File: config.mk
export PLATFORM = sky130hd
export DESIGN_NAME = halut_result_collector
export DESIGN_NICKNAME = d
export VERILOG_FILES = /design/src/rtl/halut_result_collector.sv
export SDC_FILE = /design/constraint.sdc
export NUM_CORES = 1
export LEC_CHECK = 0
export BUFFER_PORTS_ARGS = -buffer_cell sky130_fd_sc_hd__buf_2
export CAP_MARGIN = 20
export CORE_MARGIN = 4
export CORE_UTILIZATION = 37
export CTS_CLUSTER_SIZE = 30
export DETAILED_ROUTE_END_ITERATION = 12
export SLEW_MARGIN = 15
export SYNTH_ARGS = -nofsm -noshare
export SYNTH_HDL_FRONTEND = slang
export SYNTH_SLANG_ARGS = --single-unit
File: constraint.sdc
create_clock -name clk_i -period 3.4 [get_ports clk_i]
set_input_delay 0.34 -clock clk_i [delete_from_list [all_inputs] [get_ports clk_i]]
set_output_delay 0.34 -clock clk_i [all_outputs]
set_load 0.1 [all_outputs]
File: src/rtl/halut_result_collector.sv
`timescale 1ns/1ps
// ---------------------------------------------------------------------------
// halut_pkg
//   Shared HALUT configuration constants.
// ---------------------------------------------------------------------------
package halut_pkg;
    localparam int unsigned DecoderUnits = 4;
endpackage

// ---------------------------------------------------------------------------
// halut_result_collector
//   Captures the unthrottled result stream of the HALUT decoder array into a
//   small FIFO and re-emits it on a valid/ready interface. Each entry carries
//   the FP32 result, its decoder index and a row-end tag. The decoder-index
//   sequence of every burst is checked, and dropped inputs and ordering
//   faults are reported as sticky flags.
//
// Ports
//   clk_i        clock
//   rst_i        asynchronous reset, active-high
//   result_i     FP32 result from the decoder array
//   valid_i      result valid (no backpressure towards the decoders)
//   m_addr_i     decoder index of result_i
//   flush_i      synchronous flush of FIFO and order checker
//   clear_err_i  clears the sticky error flags
//   data_o       result at the FIFO head (0 when empty)
//   m_addr_o     decoder index at the FIFO head (0 when empty)
//   last_o       head entry is the last decoder index (0 when empty)
//   valid_o      FIFO not empty
//   ready_i      consumer accepts the head entry
//   fill_o       current FIFO occupancy
//   overflow_o   sticky: an input result was dropped
//   order_err_o  sticky: an out-of-sequence m_addr_i was received
// ---------------------------------------------------------------------------
module halut_result_collector #(
    parameter int unsigned DecoderUnits = halut_pkg::DecoderUnits,
    parameter int unsigned FifoDepth    = 4,
    parameter int unsigned DecAddrWidth = $clog2(DecoderUnits),
    parameter int unsigned FillWidth    = $clog2(FifoDepth + 1)
) (
    input  logic                    clk_i,
    input  logic                    rst_i,
    input  logic [31:0]             result_i,
    input  logic                    valid_i,
    input  logic [DecAddrWidth-1:0] m_addr_i,
    input  logic                    flush_i,
    input  logic                    clear_err_i,
    output logic [31:0]             data_o,
    output logic [DecAddrWidth-1:0] m_addr_o,
    output logic                    last_o,
    output logic                    valid_o,
    input  logic                    ready_i,
    output logic [FillWidth-1:0]    fill_o,
    output logic                    overflow_o,
    output logic                    order_err_o
);

    localparam int unsigned PtrWidth = $clog2(FifoDepth);
    localparam logic [FillWidth-1:0]    FillMax = FillWidth'(FifoDepth);
    localparam logic [DecAddrWidth-1:0] LastIdx = DecAddrWidth'(DecoderUnits - 1);

    // Entry storage. Contents are don't-care after reset, so the arrays carry
    // no reset; emptiness is tracked solely by the fill counter.
    logic [31:0]             data_mem [FifoDepth];
    logic [DecAddrWidth-1:0] addr_mem [FifoDepth];
    logic                    last_mem [FifoDepth];

    logic [PtrWidth-1:0]     wr_ptr_q;
    logic [PtrWidth-1:0]     rd_ptr_q;
    logic [FillWidth-1:0]    fill_q;
    logic [DecAddrWidth-1:0] exp_q;
    logic                    overflow_q;
    logic                    order_err_q;

    logic full;
    logic empty;
    logic in_vld;
    logic pop;
    logic push;
    logic drop;
    logic order_bad;
    logic in_last;

    // ---- input qualification --------------------------------------------
    assign full    = (fill_q == FillMax);
    assign empty   = (fill_q == '0);
    assign in_vld  = valid_i && !flush_i;
    assign pop     = !empty && ready_i && !flush_i;
    // A full FIFO still accepts when the head leaves in the same cycle.
    assign push    = in_vld && (!full || pop);
    assign drop    = in_vld && full && !pop;
    // Dropped inputs are still part of the burst, so they are checked too.
    assign order_bad = in_vld && (m_addr_i != exp_q);
    assign in_last   = (m_addr_i == LastIdx);

    // ---- storage write ---------------------------------------------------
    always_ff @(posedge clk_i) begin
        if (push) begin
            data_mem[wr_ptr_q] <= result_i;
            addr_mem[wr_ptr_q] <= m_addr_i;
            last_mem[wr_ptr_q] <= in_last;
        end
    end

    // ---- pointers, fill and order tracking -------------------------------
    always_ff @(posedge clk_i or posedge rst_i) begin
        if (rst_i) begin
            wr_ptr_q <= '0;
            rd_ptr_q <= '0;
            fill_q   <= '0;
            exp_q    <= '0;
        end else if (flush_i) begin
            wr_ptr_q <= '0;
            rd_ptr_q <= '0;
            fill_q   <= '0;
            exp_q    <= '0;
        end else begin
            if (push) begin
                wr_ptr_q <= wr_ptr_q + PtrWidth'(1);
            end
            if (pop) begin
                rd_ptr_q <= rd_ptr_q + PtrWidth'(1);
            end
            case ({push, pop})
                2'b10:   fill_q <= fill_q + FillWidth'(1);
                2'b01:   fill_q <= fill_q - FillWidth'(1);
                default: fill_q <= fill_q;
            endcase
            // Resynchronise on the received index; a gap restarts at 0
            // because the decoders begin every burst at index 0. The
            // increment wraps modulo DecoderUnits by width.
            if (valid_i) begin
                exp_q <= m_addr_i + DecAddrWidth'(1);
            end else begin
                exp_q <= '0;
            end
        end
    end

    // ---- sticky error flags (set has priority over clear) ----------------
    always_ff @(posedge clk_i or posedge rst_i) begin
        if (rst_i) begin
            overflow_q  <= 1'b0;
            order_err_q <= 1'b0;
        end else begin
            if (drop) begin
                overflow_q <= 1'b1;
            end else if (clear_err_i) begin
                overflow_q <= 1'b0;
            end
            if (order_bad) begin
                order_err_q <= 1'b1;
            end else if (clear_err_i) begin
                order_err_q <= 1'b0;
            end
        end
    end

    // ---- head outputs ----------------------------------------------------
    // Driven from storage and the read pointer only; zero whenever empty,
    // which also covers the reset state.
    assign valid_o     = !empty;
    assign data_o      = empty ? 32'd0 : data_mem[rd_ptr_q];
    assign m_addr_o    = empty ? '0 : addr_mem[rd_ptr_q];
    assign last_o      = empty ? 1'b0 : last_mem[rd_ptr_q];
    assign fill_o      = fill_q;
    assign overflow_o  = overflow_q;
    assign order_err_o = order_err_q;

endmodule

# Word-level counts from Yosys, hierarchy flattened
# Memories as Yosys holds them, arrays and structs flattened.
# Cells that the tools add are included.
# word_totals
regBits	11
ram_bits	140
word_cells	53
memories	3
# op_classes
addsub	5
eq_ne	5
mux	16
n_reduce_logical	18
# memory_table
name	words	width	rd	rd_clocked_by_memory_dff	write_ports	line_no	rtl
data_mem	4	32	1	0	1	64	logic [31:0] data_mem [FifoDepth];
addr_mem	4	2	1	0	1	65	logic [DecAddrWidth-1:0] addr_mem [FifoDepth];
last_mem	4	1	1	0	1	66	logic last_mem [FifoDepth];
# op_table
op	n
32-bit 2-to-1 mux	1
2-bit 2-to-1 mux	7
2-bit nonzero test	4
1-bit logical AND	7
2-bit by 1-bit adder with 2-bit output (second input constant)	3
1-bit 2-to-1 mux	6
3-bit one-hot mux with 2 select lines	1
2-bit == test (second input constant)	2
1-bit logical NOT	4
3-bit by 1-bit adder with 3-bit output (second input constant)	1
3-bit == test (second input constant)	1
3-bit logical NOT	1
3-bit 2-to-1 mux	1
3-bit nonzero test	1
3-bit by 1-bit subtractor with 3-bit output (second input constant)	1
2-bit by 1-bit == test with 1-bit output (second input constant)	1
2-bit inequality test	1
1-bit logical OR	1

# Logic depth before layout (Yosys ltp)
# Gate-level depths: netlist of the first run.
# depth
ltp_word	9
ltp_mapped	7

# Worst setup path after synthesis of the first run
# Ideal clock, no wire load.
# synth_path
kind	reg2out
startpoint	register fill_q[1], in the netlist fill_o[1]
endpoint	output data_o[0]
t_arrival_ns	2.876
required_time_ns	3.060
setup_slack_ns	0.184
stages_incl_launch_ff	5
n_path_buf	2
cell_sequence	dfrtp_1 -> buf_2 -> nor3_2 -> clkbuf_1 -> nor2b_1
# synth_via
elab_chain_cells	2
# synth_rtl
item	line_no	rtl
start, declared	70	logic [FillWidth-1:0] fill_q;
start signal, assigned	125	2'b10: fill_q <= fill_q + FillWidth'(1);
start signal, assigned	126	2'b01: fill_q <= fill_q - FillWidth'(1);
start signal, assigned	127	default: fill_q <= fill_q;
3-bit logical NOT	86	assign empty = (fill_q == '0);
32-bit 2-to-1 mux	163	assign data_o = empty ? 32'd0 : data_mem[rd_ptr_q];
end, declared	48	output logic [31:0] data_o,
# Every way passes these cells.

# Worst setup path in the final report of the first run
# layout_path
startpoint	register rd_ptr_q[0]
endpoint	output data_o[1]
# layout_via
elab_chain_cells	2
# layout_rtl
item	line_no	rtl
start, declared	69	logic [PtrWidth-1:0] rd_ptr_q;
start signal, assigned	122	rd_ptr_q <= rd_ptr_q + PtrWidth'(1);
memory 4 x 32 bit	-	
32-bit 2-to-1 mux	163	
# Every way passes these cells.

==> results.py, run 1 <==
metrics = {
    "floorplanning": {
        "rows": 46,
        "initial_core_util": 0.379,
        "die_y_um": 136,
        "num_io_pins": 81,
        "die_x_um": 136,
        "core_area_um2": 15900,
        "fp.dieArea_um2": 18500,
    },
    "setup_path": {
        "cp.required_ns": 3.06,
        "worst-path-buf-inv": 2,
        "reg2reg_slack_ns": 1.08,
        "criticalPathCategory": "reg -> out",
        "worstReg2RegEnd": "fill_o[2]",
        "cp_slowest_cell": "dfrtp_2",
        "cp-start-kind": "register",
        "r2r_cells": 6,
        "critPathMaxFanout": 24,
        "cp_cell_sequence": "buf_12 -> mux4_2 -> nor2b_1 -> buf_2",
        "slowest_delay_ns": 0.68,
        "cp-end-kind": "primary output",
        "r2r_start": "fill_o[0]",
        "cp.arrival_ns": 2.41,
        "path_delay_family": "flip-flops",
        "crit_cells": 4,
    },
    "logic_synthesis": {
        "ys.flop_type": "edfxtp_1",
        "synth_edf_count": 140,
        "yosysTopAreaCell": "edfxtp_1",
        "async_flop_share": 0.0728,
        "synth_area_leaders": "edfxtp_1, mux4_2, dfrtp_1",
        "yosys_warnings": 0,
        "avgSynthCellArea_um2": 20.2,
        "synth_fp_nets": 345,
        "yosys_register_bits": 151,
        "synth.cell_area_um2": 6050,
        "synth_top_area_share": 0.695,
        "ys_seq_area_frac": 0.741,
        "syn_inst": 299,
        "yosysUniqueCellTypes": 38,
    },
    "placed_design": {
        "gp_congestion": 0.649,
        "place_hpwl_um": 7240,
        "port_buffers": 80,
        "placed_area_um2": 6750,
    },
    "layout": {
        "final_area_um2": 7320,
        "final_cell_mix": "edfxtp_1, buf_2, mux4_2, nor2b_1, clkbuf_16",
        "final_common_cell": "edfxtp_1",
        "drive_gt1_frac": 0.396,
        "finish.net_count": 436,
        "area_delta_synth_final_pct": 21.1,
        "diodes": 0,
    },
    "cts": {
        "clock_sinks": 151,
        "cts_tree": "built",
        "clk_latency_ns": 0.41,
        "cts_inserted_buffers": 17,
        "clk_pin_slew_ns": 0.06,
        "root_buffer": "clkbuf_16",
        "h-tree-depth": 4,
        "clk_path_buf_depth": 2,
    },
    "drt": {
        "wl_per_cell_um": 18.4,
        "drt_iter0_drc": 158,
        "drt_wl_total_um": 11300,
        "drtAntennaViolNets": 0,
        "via_count": 2931,
        "drt_pre_antenna_iters": 4,
        "vias_per_cell": 4.74,
        "drc_errors": 0,
    },
    "pwr": {
        "ir_drop_mv": 0.335,
        "powerDensity_nw_per_um2": 663,
        "p_leak_nw": 2.61,
    },
    "global_route": {
        "grt_usage": 0.132,
        "antenna_found_initial": 1,
        "grt_pass1_wl_um": 17600,
        "grt_pass1_vias": 3130,
        "grt_max_degree": 37,
        "grt_overflow": 0,
    },
    "sta": {
        "maxSlewHeadroom": 0.651,
        "slew_violations": 0,
        "worst-slew-pin-transition_ns": 0.527,
        "finalSetupViolations": 0,
        "fmax_ghz": 0.363,
        "finalCritPeriodShare": 0.809,
        "rsz0062_at_grt": "false",
        "layout_min_cycle_time_ns": 2.75,
        "finalClockSkew_ns": 0.00482,
        "setup_tns_ns": 0,
        "hold_violations": 0,
    },
    "min_path": {
        "min_from": "clear_err_i",
        "whs_path_depth": 2,
        "hold_end": "order_err_o",
        "hold_path.class": "in -> reg",
    },
    "outcome": {
        "status": "finished clean",
    },
    "run": {
        "cap_violations": 0,
    },
}
-- what timing repair did --
item,CTS,global route
setup buffers,0,0
hold endpoints to repair,11,0
hold buffers,1,0
resized for setup,0,0
-- stage by stage --
stage | setup WS, ns | hold WS, ns | util | std cells | power, mW
global placement | 1.04 | 0.373 | 0.423 | 586 | 3.11
finish | 0.648 | 0.129 | 0.459 | 618 | 4.86
floorplan | 0.184 | 0.192 | - | 299 | 2.93
detailed placement | 1.02 | 0.392 | 0.423 | 586 | 3.11
global route | 0.501 | 0.115 | 0.459 | 618 | 5.04
CTS | 0.571 | 0.110 | 0.459 | 618 | 4.92
-- flip-flops by register name, summed over array words and instances (netlist names) --
signal / cells
addr_mem: 8
data_mem: 128
exp_q: 2
fill_o: 3
last_mem: 4
order_err_o: 1
overflow_o: 1
rd_ptr_q: 2
wr_ptr_q: 2
-- worst max path at each step --
stage / from / to / slack (ns)
final: rd_ptr_q[0] / data_o[1] / 0.65
after detailed placement: rd_ptr_q[0] / m_addr_o[0] / 1.02
after CTS: rd_ptr_q[0] / m_addr_o[0] / 0.57
after global placement: rd_ptr_q[0] / data_o[1] / 1.04
after global routing: rd_ptr_q[0] / data_o[1] / 0.50
after floorplan: fill_o[1] / data_o[0] / 0.18
-- cells in the mapped netlist, drive strengths merged (3+ instances only) --
cell	n
dfrtp	11
nand3	3
xor2	5
mux4	35
clkbuf	4
nor2b	23
nor2	8
edfxtp	140
buf	13
ha	5
inv	9
and2	4
and2b	13
-- cell type report --
type                       instances  area [µm²]
fill                            1353        8620
sequential                       151        4480
multi-input combinational        122        1440
timing repair buffer              89         533
clock buffer                      20         437
tap                              216         270
clock inverter                    11         133
inverter                           9        33.8
-- power by group --
part / switching (mW) / total [mW] / leakage [nW] / internal, mW
clock network: 0.658 / 1.79 / 0.268 / 1.14
logic: 0.709 / 0.936 / 0.930 / 0.227
registers: 0.0377 / 2.12 / 1.42 / 2.09
total: 1.40 / 4.86 / 2.61 / 3.45
-- worst reg2reg max path: stages, from the launching register on --
cell,delay (ns)
dfrtp_1,0.51
o31ai_1,0.40
nor3_1,0.10
fa_1,0.39
or3b_1,0.37
or3_1,0.31
a31oi_1,0.16
-- kinds of logic after synthesis --
family,after synthesis,synth area share
flip-flops,151,0.741
AND/OR/NAND/NOR,60,0.0637
multiplexers,35,0.130
buffers and inverters,26,0.0238
AO/OA/AOI/OAI,15,0.0192
XOR/XNOR,6,0.00869
adder cells (fa/ha/maj),6,0.0137
-- metal layers --
metal,global-route usage,part of all wire,routed length (µm),vias to the layer above
li1,-,-,-,1359
met1,0.162,0.42,4810,1499
met2,0.215,0.51,5760,62
met3,0.0496,0.057,641,9
met4,0.0454,0.011,128,2
met5,0,0.00062,7,-
Note: power is estimated with default switching activity, not from simulation.
==> run 2, diff against run 1 <==
--- a/config.mk
+++ b/config.mk
@@ -5,6 +5,7 @@
 export SDC_FILE = /design/constraint.sdc
 export NUM_CORES = 1
 export LEC_CHECK = 0
+export ABC_AREA = 1
 export BUFFER_PORTS_ARGS = -buffer_cell sky130_fd_sc_hd__buf_2
 export CAP_MARGIN = 20
 export CORE_MARGIN = 4
==> constraint.sdc (replaced) <==
create_clock -name clk_i -period 2.35 [get_ports clk_i]
set_input_delay 0.235 -clock clk_i [delete_from_list [all_inputs] [get_ports clk_i]]
set_output_delay 0.235 -clock clk_i [all_outputs]
set_load 0.1 [all_outputs]
==> run 2 against run 1 <==
Effect of this change: first-iteration DRC count grew 53%; clock skew increased by 0.0067 ns; die area is 0.70% higher; largest power group is now combinational cells.
==> results.py, run 2 <==
metrics = {
    "pwr": {
        "clock_power_share": 0.262,
        "internal_power_mw": 6.64,
        "switching_share": 0.415,
        "power.net_switching_mw": 4.71,
        "p_leak_nw": 3.02,
        "powerDensity_nw_per_um2": 1340,
        "ir_drop_mv": 0.779,
        "p_comb_frac": 0.459,
        "seq_power_share": 0.279,
    },
    "outcome": {
        "status": "finished clean",
    },
    "floorplanning": {
        "initial_core_util": 0.381,
        "core_area_um2": 16000,
        "rows": 46,
        "num_io_pins": 81,
        "die_x_um": 136,
        "die_y_um": 136,
        "fp.dieArea_um2": 18600,
    },
    "drt": {
        "wl_per_cell_um": 16.5,
        "drc_errors": 0,
        "via_count": 3934,
        "drt_pre_antenna_iters": 7,
        "drt_iter0_drc": 241,
        "vias_per_cell": 4.83,
        "drtAntennaViolNets": 0,
        "drt_wl_total_um": 13500,
    },
    "setup_path": {
        "cp.required_ns": 2.12,
        "slowest_delay_ns": 0.43,
        "cp_slowest_cell": "dfrtp_2",
        "cp-start-kind": "register",
        "r2r_cells": 10,
        "criticalPathCategory": "reg -> out",
        "worstReg2RegEnd": "fill_o[2]",
        "cp-end-kind": "primary output",
        "cp_cell_sequence": "inv_2 -> buf_12 -> o21ai_0 -> a21oi_4 -> buf_12",
        "cp.arrival_ns": 2.00,
        "path_delay_family": "buffers and inverters",
        "r2r_start": "fill_o[0]",
        "critPathMaxFanout": 28,
        "worst-path-buf-inv": 3,
        "crit_path_frequent_cell": "buf_12",
        "reg2reg_slack_ns": 0.42,
    },
    "cts": {
        "cts_inserted_buffers": 17,
        "h-tree-depth": 4,
        "post_cts_buffers": 0,
        "clk_pin_slew_ns": 0.06,
        "clock_sinks": 151,
        "clk_path_buf_depth": 2,
        "clk_latency_ns": 0.43,
        "cts_resized": 0,
        "cts_tree": "built",
        "root_buffer": "clkbuf_16",
    },
    "placed_design": {
        "post-place-ws_ns": 0.446,
        "place_hpwl_um": 8410,
        "dp.cells": 782,
        "gp_congestion": 0.728,
        "port_buffers": 80,
    },
    "min_path": {
        "hold_path.class": "in -> reg",
        "hold_end": "overflow_o",
        "whs_path_depth": 2,
        "min_from": "clear_err_i",
    },
    "logic_synthesis": {
        "avgSynthCellArea_um2": 12.3,
        "synth_fa_ha_area_frac": 0.0136,
        "synth_common_cells": "nor2_1, edfxtp_1, o21ai_0",
        "synth.cell_area_um2": 6090,
        "ys_seq_area_frac": 0.735,
        "async_flop_share": 0.0728,
        "synthSimpleGateAreaFrac": 0.121,
        "yosysTopAreaCell": "edfxtp_1",
        "yosysMostFrequentCell": "nor2_1",
        "syn_inst": 494,
        "synth_fp_nets": 540,
        "ys.flop_type": "edfxtp_1",
        "yosysUniqueCellTypes": 26,
        "synthMuxAreaShare": 0,
        "synth_edf_count": 140,
        "synth_area_leaders": "edfxtp_1, nor2_1, o21ai_0",
        "synth_top_area_share": 0.690,
        "synth_compound_area_frac": 0.0943,
        "synth_xor_area_frac": 0.00431,
        "yosys_register_bits": 151,
        "synth_top_family_by_area": "simple AND/OR/NAND/NOR gates",
        "yosys_warnings": 0,
    },
    "layout": {
        "finish.net_count": 632,
        "final_cells": 815,
        "reg.largest.list": "data_mem: 128 flops, addr_mem: 8 flops, last_mem: 4 flops",
        "largest_register": "data_mem",
        "final_cell_mix": "nor2_1, edfxtp_1, o21ai_0, buf_2, buf_12",
        "diodes": 0,
        "final_common_cell": "nor2_1",
        "largest_reg_flops": 128,
        "area_delta_synth_final_pct": 39.0,
        "drive_gt1_frac": 0.312,
        "final_core_util": 0.529,
    },
    "global_route": {
        "grt_pass1_wl_um": 21300,
        "antenna_found_initial": 1,
        "grt_max_degree": 73,
        "grt_pass1_vias": 4069,
        "grt_overflow": 0,
        "grt_usage": 0.152,
    },
    "sta": {
        "setup_tns_ns": 0,
        "rsz0062_at_grt": "true",
        "whs_ns": 0.0220,
        "fmax_ghz": 0.447,
        "slew_violations": 0,
        "worst-slew-pin-transition_ns": 0.503,
        "hold_violations": 0,
        "finalSetupViolations": 0,
        "layout_min_cycle_time_ns": 2.24,
        "fin_ws_ns": 0.113,
        "finalCritPeriodShare": 0.952,
        "maxSlewHeadroom": 0.667,
        "finalClockSkew_ns": 0.0115,
    },
    "run": {
        "cap_violations": 0,
    },
}
-- run 2: changes by cell type after synthesis, moves of 7 or more --
cell	before	now
a21oi_1	1	36
and2b_1	13	0
inv_1	9	16
mux4_2	35	0
nand2_1	2	11
nor2_1	8	152
nor2b_1	22	0
o21ai_0	0	66
o21ai_1	0	8
-- run 2: power groups by stage --
stage               Combinational, mW  Sequential, mW  Clock [mW]
detailed placement               5.25            3.23           0
global route                     5.41            3.19        3.13
CTS                              5.27            3.17        3.03
floorplan                        3.37            3.35           0
global placement                 5.22            3.22           0
finish                           5.21            3.17        2.97
-- run 2: kinds of logic (layout without fill, tap and decap cells) --
| logic type | after synthesis | after routing |
|---|---|---|
| buffers and inverters | 45 | 150 |
| and+or+nand+nor | 176 | 176 |
| AOI/OAI and AO/OA | 113 | 113 |
| xor gates and xnor gates | 3 | 3 |
| adders and majority gates | 6 | 6 |
| DFF | 151 | 151 |
-- run 2: worst max path at each step --
stage	start	to	slack, ns	cells after the start
floorplan	fill_o[2]	addr_mem[0][0]	0.04	6
global placement	fill_o[0]	fill_o[2]	0.48	10
detailed placement	fill_o[0]	fill_o[2]	0.45	10
CTS	rd_ptr_q[0]	data_o[5]	0.07	5
global route	rd_ptr_q[0]	data_o[5]	-0.0006	5
finish	rd_ptr_q[0]	data_o[5]	0.11	5
-- run 2: final cells by class --
cell class / instances / area (µm²)
fillers: 1397 / 7530
flip-flops and latches: 151 / 4490
multi-input cells: 298 / 1810
repair buffers: 98 / 1160
clock buffers: 18 / 429
well taps: 216 / 270
clock inverters: 14 / 225
inverters: 20 / 76.3
-- run 2: what timing repair did --
item	CTS	global route
endpoints found under the setup margin	0	1
endpoints found under the hold margin	11	0
hold buffers	1	0
-- run 2: metal layers --
metal	track usage	share of wire	up-vias
met4	0.0571	0.015	2
met2	0.255	0.51	89
met5	0	0.00097	-
li1	-	-	1915
met3	0.0411	0.042	17
met1	0.189	0.44	1911
-- run 2: per-stage QoR --
stage | power [mW] | area, µm²
final | 11.4 | 8470
after global routing | 11.7 | 8470
after CTS | 11.5 | 8470
after detailed placement | 8.48 | 7810
after floorplan | 6.72 | 6500
after global placement | 8.44 | 7810
-- run 2: worst reg2reg max path, delay by kind of cell, from the launching register on --
family	cells	cell delay [ns]
flip-flops	1	0.52
buffers and inverters	1	0.07
adder cells (fa/ha/maj)	1	0.37
XOR/XNOR	1	0.20
AND/OR/NAND/NOR	7	0.71
==> run 3, diff against run 2 <==
--- a/config.mk
+++ b/config.mk
@@ -12,6 +12,7 @@
 export CORE_UTILIZATION = 37
 export CTS_CLUSTER_SIZE = 30
 export DETAILED_ROUTE_END_ITERATION = 12
+export GPL_TIMING_DRIVEN = 0
 export SLEW_MARGIN = 15
 export SYNTH_ARGS = -nofsm -noshare
 export SYNTH_HDL_FRONTEND = slang
==> constraint.sdc (replaced) <==
create_clock -name clk_i -period 2.8 [get_ports clk_i]
set_input_delay 0.28 -clock clk_i [delete_from_list [all_inputs] [get_ports clk_i]]
set_output_delay 0.28 -clock clk_i [all_outputs]
set_load 0.1 [all_outputs]
==> run 3 against run 2 <==
Effect of this change: combinational power decreased by 33%; final area shrank 7.2%; worst setup slack lost 0.0077 ns; critical path type unchanged; core utilization down 3.8 points; critical path depth is 1 higher; hold slack gained 0.044 ns; final cell count is 1.6% higher; die area is the same; non-clock buffer count grew 12; routed wire length increased by 2.7%; register-to-register slack improved by 0.21 ns; sequential share of layout area rose by 3.9 points.
==> results.py, run 3 (same netlist as run 2, synthesis figures left out) <==
metrics = {
    "drt": {
        "drt_wl_total_um": 13800,
        "drt_iter0_drc": 297,
        "drt_pre_antenna_iters": 4,
        "wl_met2_um": 6830,
        "via_count": 3999,
        "dr_wl_met3_um": 734,
        "wl_met1_um": 6010,
        "wl_per_cell_um": 16.7,
        "drc_errors": 0,
        "highest_layer": "met4",
        "vias_per_cell": 4.83,
        "drtAntennaViolNets": 0,
    },
    "setup_path": {
        "cp.arrival_ns": 2.41,
        "slowest_delay_ns": 0.45,
        "cp-end-kind": "primary output",
        "critPathMaxFanout": 10,
        "path_delay_family": "buffers and inverters",
        "r2r_cells": 7,
        "worstReg2RegEnd": "data_mem[3][4]",
        "cp-start-kind": "register",
        "cp_cell_sequence": "buf_4 -> inv_2 -> clkbuf_1 -> o21ai_0 -> a21oi_4 -> buf_2",
        "cp.required_ns": 2.52,
        "r2r_start": "fill_o[0]",
        "reg2reg_slack_ns": 0.63,
        "cp_slowest_cell": "buf_2",
        "worst-path-buf-inv": 4,
        "criticalPathCategory": "reg -> out",
    },
    "layout": {
        "final-seq-area_um2": 4480,
        "final_common_cell": "nor2_1",
        "finish.net_count": 644,
        "multi_input_area_um2": 1790,
        "fill_cells": 1416,
        "largest_reg_flops": 128,
        "largest_register": "data_mem",
        "drive_gt1_frac": 0.301,
        "final_cell_mix": "nor2_1, edfxtp_1, buf_2, o21ai_0, a21oi_4",
        "area_delta_synth_final_pct": 29.1,
        "reg.largest.list": "data_mem: 128 flops, addr_mem: 8 flops, last_mem: 4 flops",
        "final_area_um2": 7860,
    },
    "global_route": {
        "grt_overflow": 0,
        "grt_pass1_vias": 4031,
        "grt_usage": 0.158,
        "grt_max_degree": 23,
        "grt_pass1_wl_um": 21500,
        "antenna_found_initial": 0,
    },
    "cts": {
        "post_cts_buffers": 0,
        "cts_inserted_buffers": 17,
        "root_buffer": "clkbuf_16",
        "h-tree-depth": 4,
        "cts_tree": "built",
        "clk_path_buf_depth": 2,
        "clk_latency_ns": 0.42,
        "clock_sinks": 151,
        "clk_pin_slew_ns": 0.06,
    },
    "sta": {
        "hold_violations": 0,
        "whs_ns": 0.0656,
        "finalSetupViolations": 0,
        "worst-slew-pin-transition_ns": 0.777,
        "fmax_ghz": 0.371,
        "finalClockSkew_ns": 0.00510,
        "maxSlewHeadroom": 0.481,
        "setup_tns_ns": 0,
        "fin_ws_ns": 0.106,
        "layout_min_cycle_time_ns": 2.69,
        "finalCritPeriodShare": 0.962,
        "slew_violations": 0,
        "rsz0062_at_grt": "false",
    },
    "floorplanning": {
        "die_x_um": 136,
        "die_y_um": 136,
        "initial_core_util": 0.381,
        "fp.dieArea_um2": 18600,
        "num_io_pins": 81,
        "core_area_um2": 16000,
        "rows": 46,
    },
    "min_path": {
        "min_from": "clear_err_i",
        "hold_path.class": "in -> reg",
        "whs_path_depth": 2,
        "hold_end": "order_err_o",
    },
    "pwr": {
        "powerDensity_nw_per_um2": 1080,
        "p_leak_nw": 2.87,
        "ir_drop_mv": 0.780,
    },
    "placed_design": {
        "place_hpwl_um": 8930,
        "port_buffers": 80,
        "placed_area_um2": 7240,
        "post-place-ws_ns": 0.504,
        "gp_congestion": 0.739,
    },
    "outcome": {
        "status": "finished clean",
    },
    "run": {
        "cap_violations": 0,
    },
}
-- run 3: changes by cell type in the layout (fill, tap and decap cells not counted), moves of 2 or more --
cell	previous run	this run
a21oi_1	1	6
a21oi_2	5	0
buf_12	43	1
buf_16	0	3
buf_2	45	93
buf_4	9	2
clkbuf_1	1	6
clkbuf_2	0	5
clkinv_2	2	4
clkinv_4	5	1
clkinvlp_4	2	4
dfrtp_1	6	10
dfrtp_4	3	0
-- run 3: worst max path at each step --
stage,end,slack [ns],cells after the start,startpoint
global route,data_o[24],0.003,6,rd_ptr_q[0]
finish,data_o[24],0.11,6,rd_ptr_q[0]
detailed placement,data_o[13],0.50,6,rd_ptr_q[0]
global placement,data_mem[0][2],0.47,6,fill_o[0]
CTS,data_o[13],0.03,6,rd_ptr_q[0]
floorplan,data_o[20],-0.53,4,fill_o[0]
-- run 3: power by group --
| group | switching (mW) | internal, mW |
|---|---|---|
| combinational | 2.87 | 0.624 |
| sequential | 0.0489 | 2.60 |
| clock | 0.864 | 1.48 |
| total | 3.78 | 4.70 |
-- run 3: layer usage --
| layer | track usage | vias to the layer above |
|---|---|---|
| li1 | - | 1940 |
| met1 | 0.204 | 1940 |
| met2 | 0.258 | 101 |
| met3 | 0.0396 | 18 |
| met4 | 0.0588 | 0 |
| met5 | 0 | - |
-- run 3: metrics by stage --
step                cells  total power, mW  utilization
floorplan             494             5.60            -
global placement      790             6.18        0.446
detailed placement    794             6.22        0.452
CTS                   827             8.57        0.491
global route          827             8.84        0.491
finish                828             8.48        0.491
-- run 3: worst reg2reg max path: stages, from the launching register on --
cell	delay, ns
dfrtp_1	0.48
nor2_4	0.09
nand2_4	0.10
nand3_2	0.10
nand3_2	0.11
nand2_4	0.11
nor2_4	0.63
buf_16	0.24
-- run 3: cell type report --
| cell class | instances | share of cell area |
|---|---|---|
| clock buffer | 18 | 0.0546 |
| sequential | 151 | 0.570 |
| inverter | 20 | 0.00955 |
| antenna | 1 | 0.000318 |
| clock inverter | 14 | 0.0232 |
| timing repair buffer | 85 | 0.0652 |
| tap | 216 | 0.0344 |
| buffer | 25 | 0.0158 |
| multi-input combinational | 298 | 0.227 |
-- run 3: timing repair --
| action | CTS | global route |
|---|---|---|
| resized for setup | 0 | 6 |
| setup endpoints to repair | 0 | 10 |
| endpoints found under the hold margin | 11 | 0 |
| hold buffers | 1 | 0 |
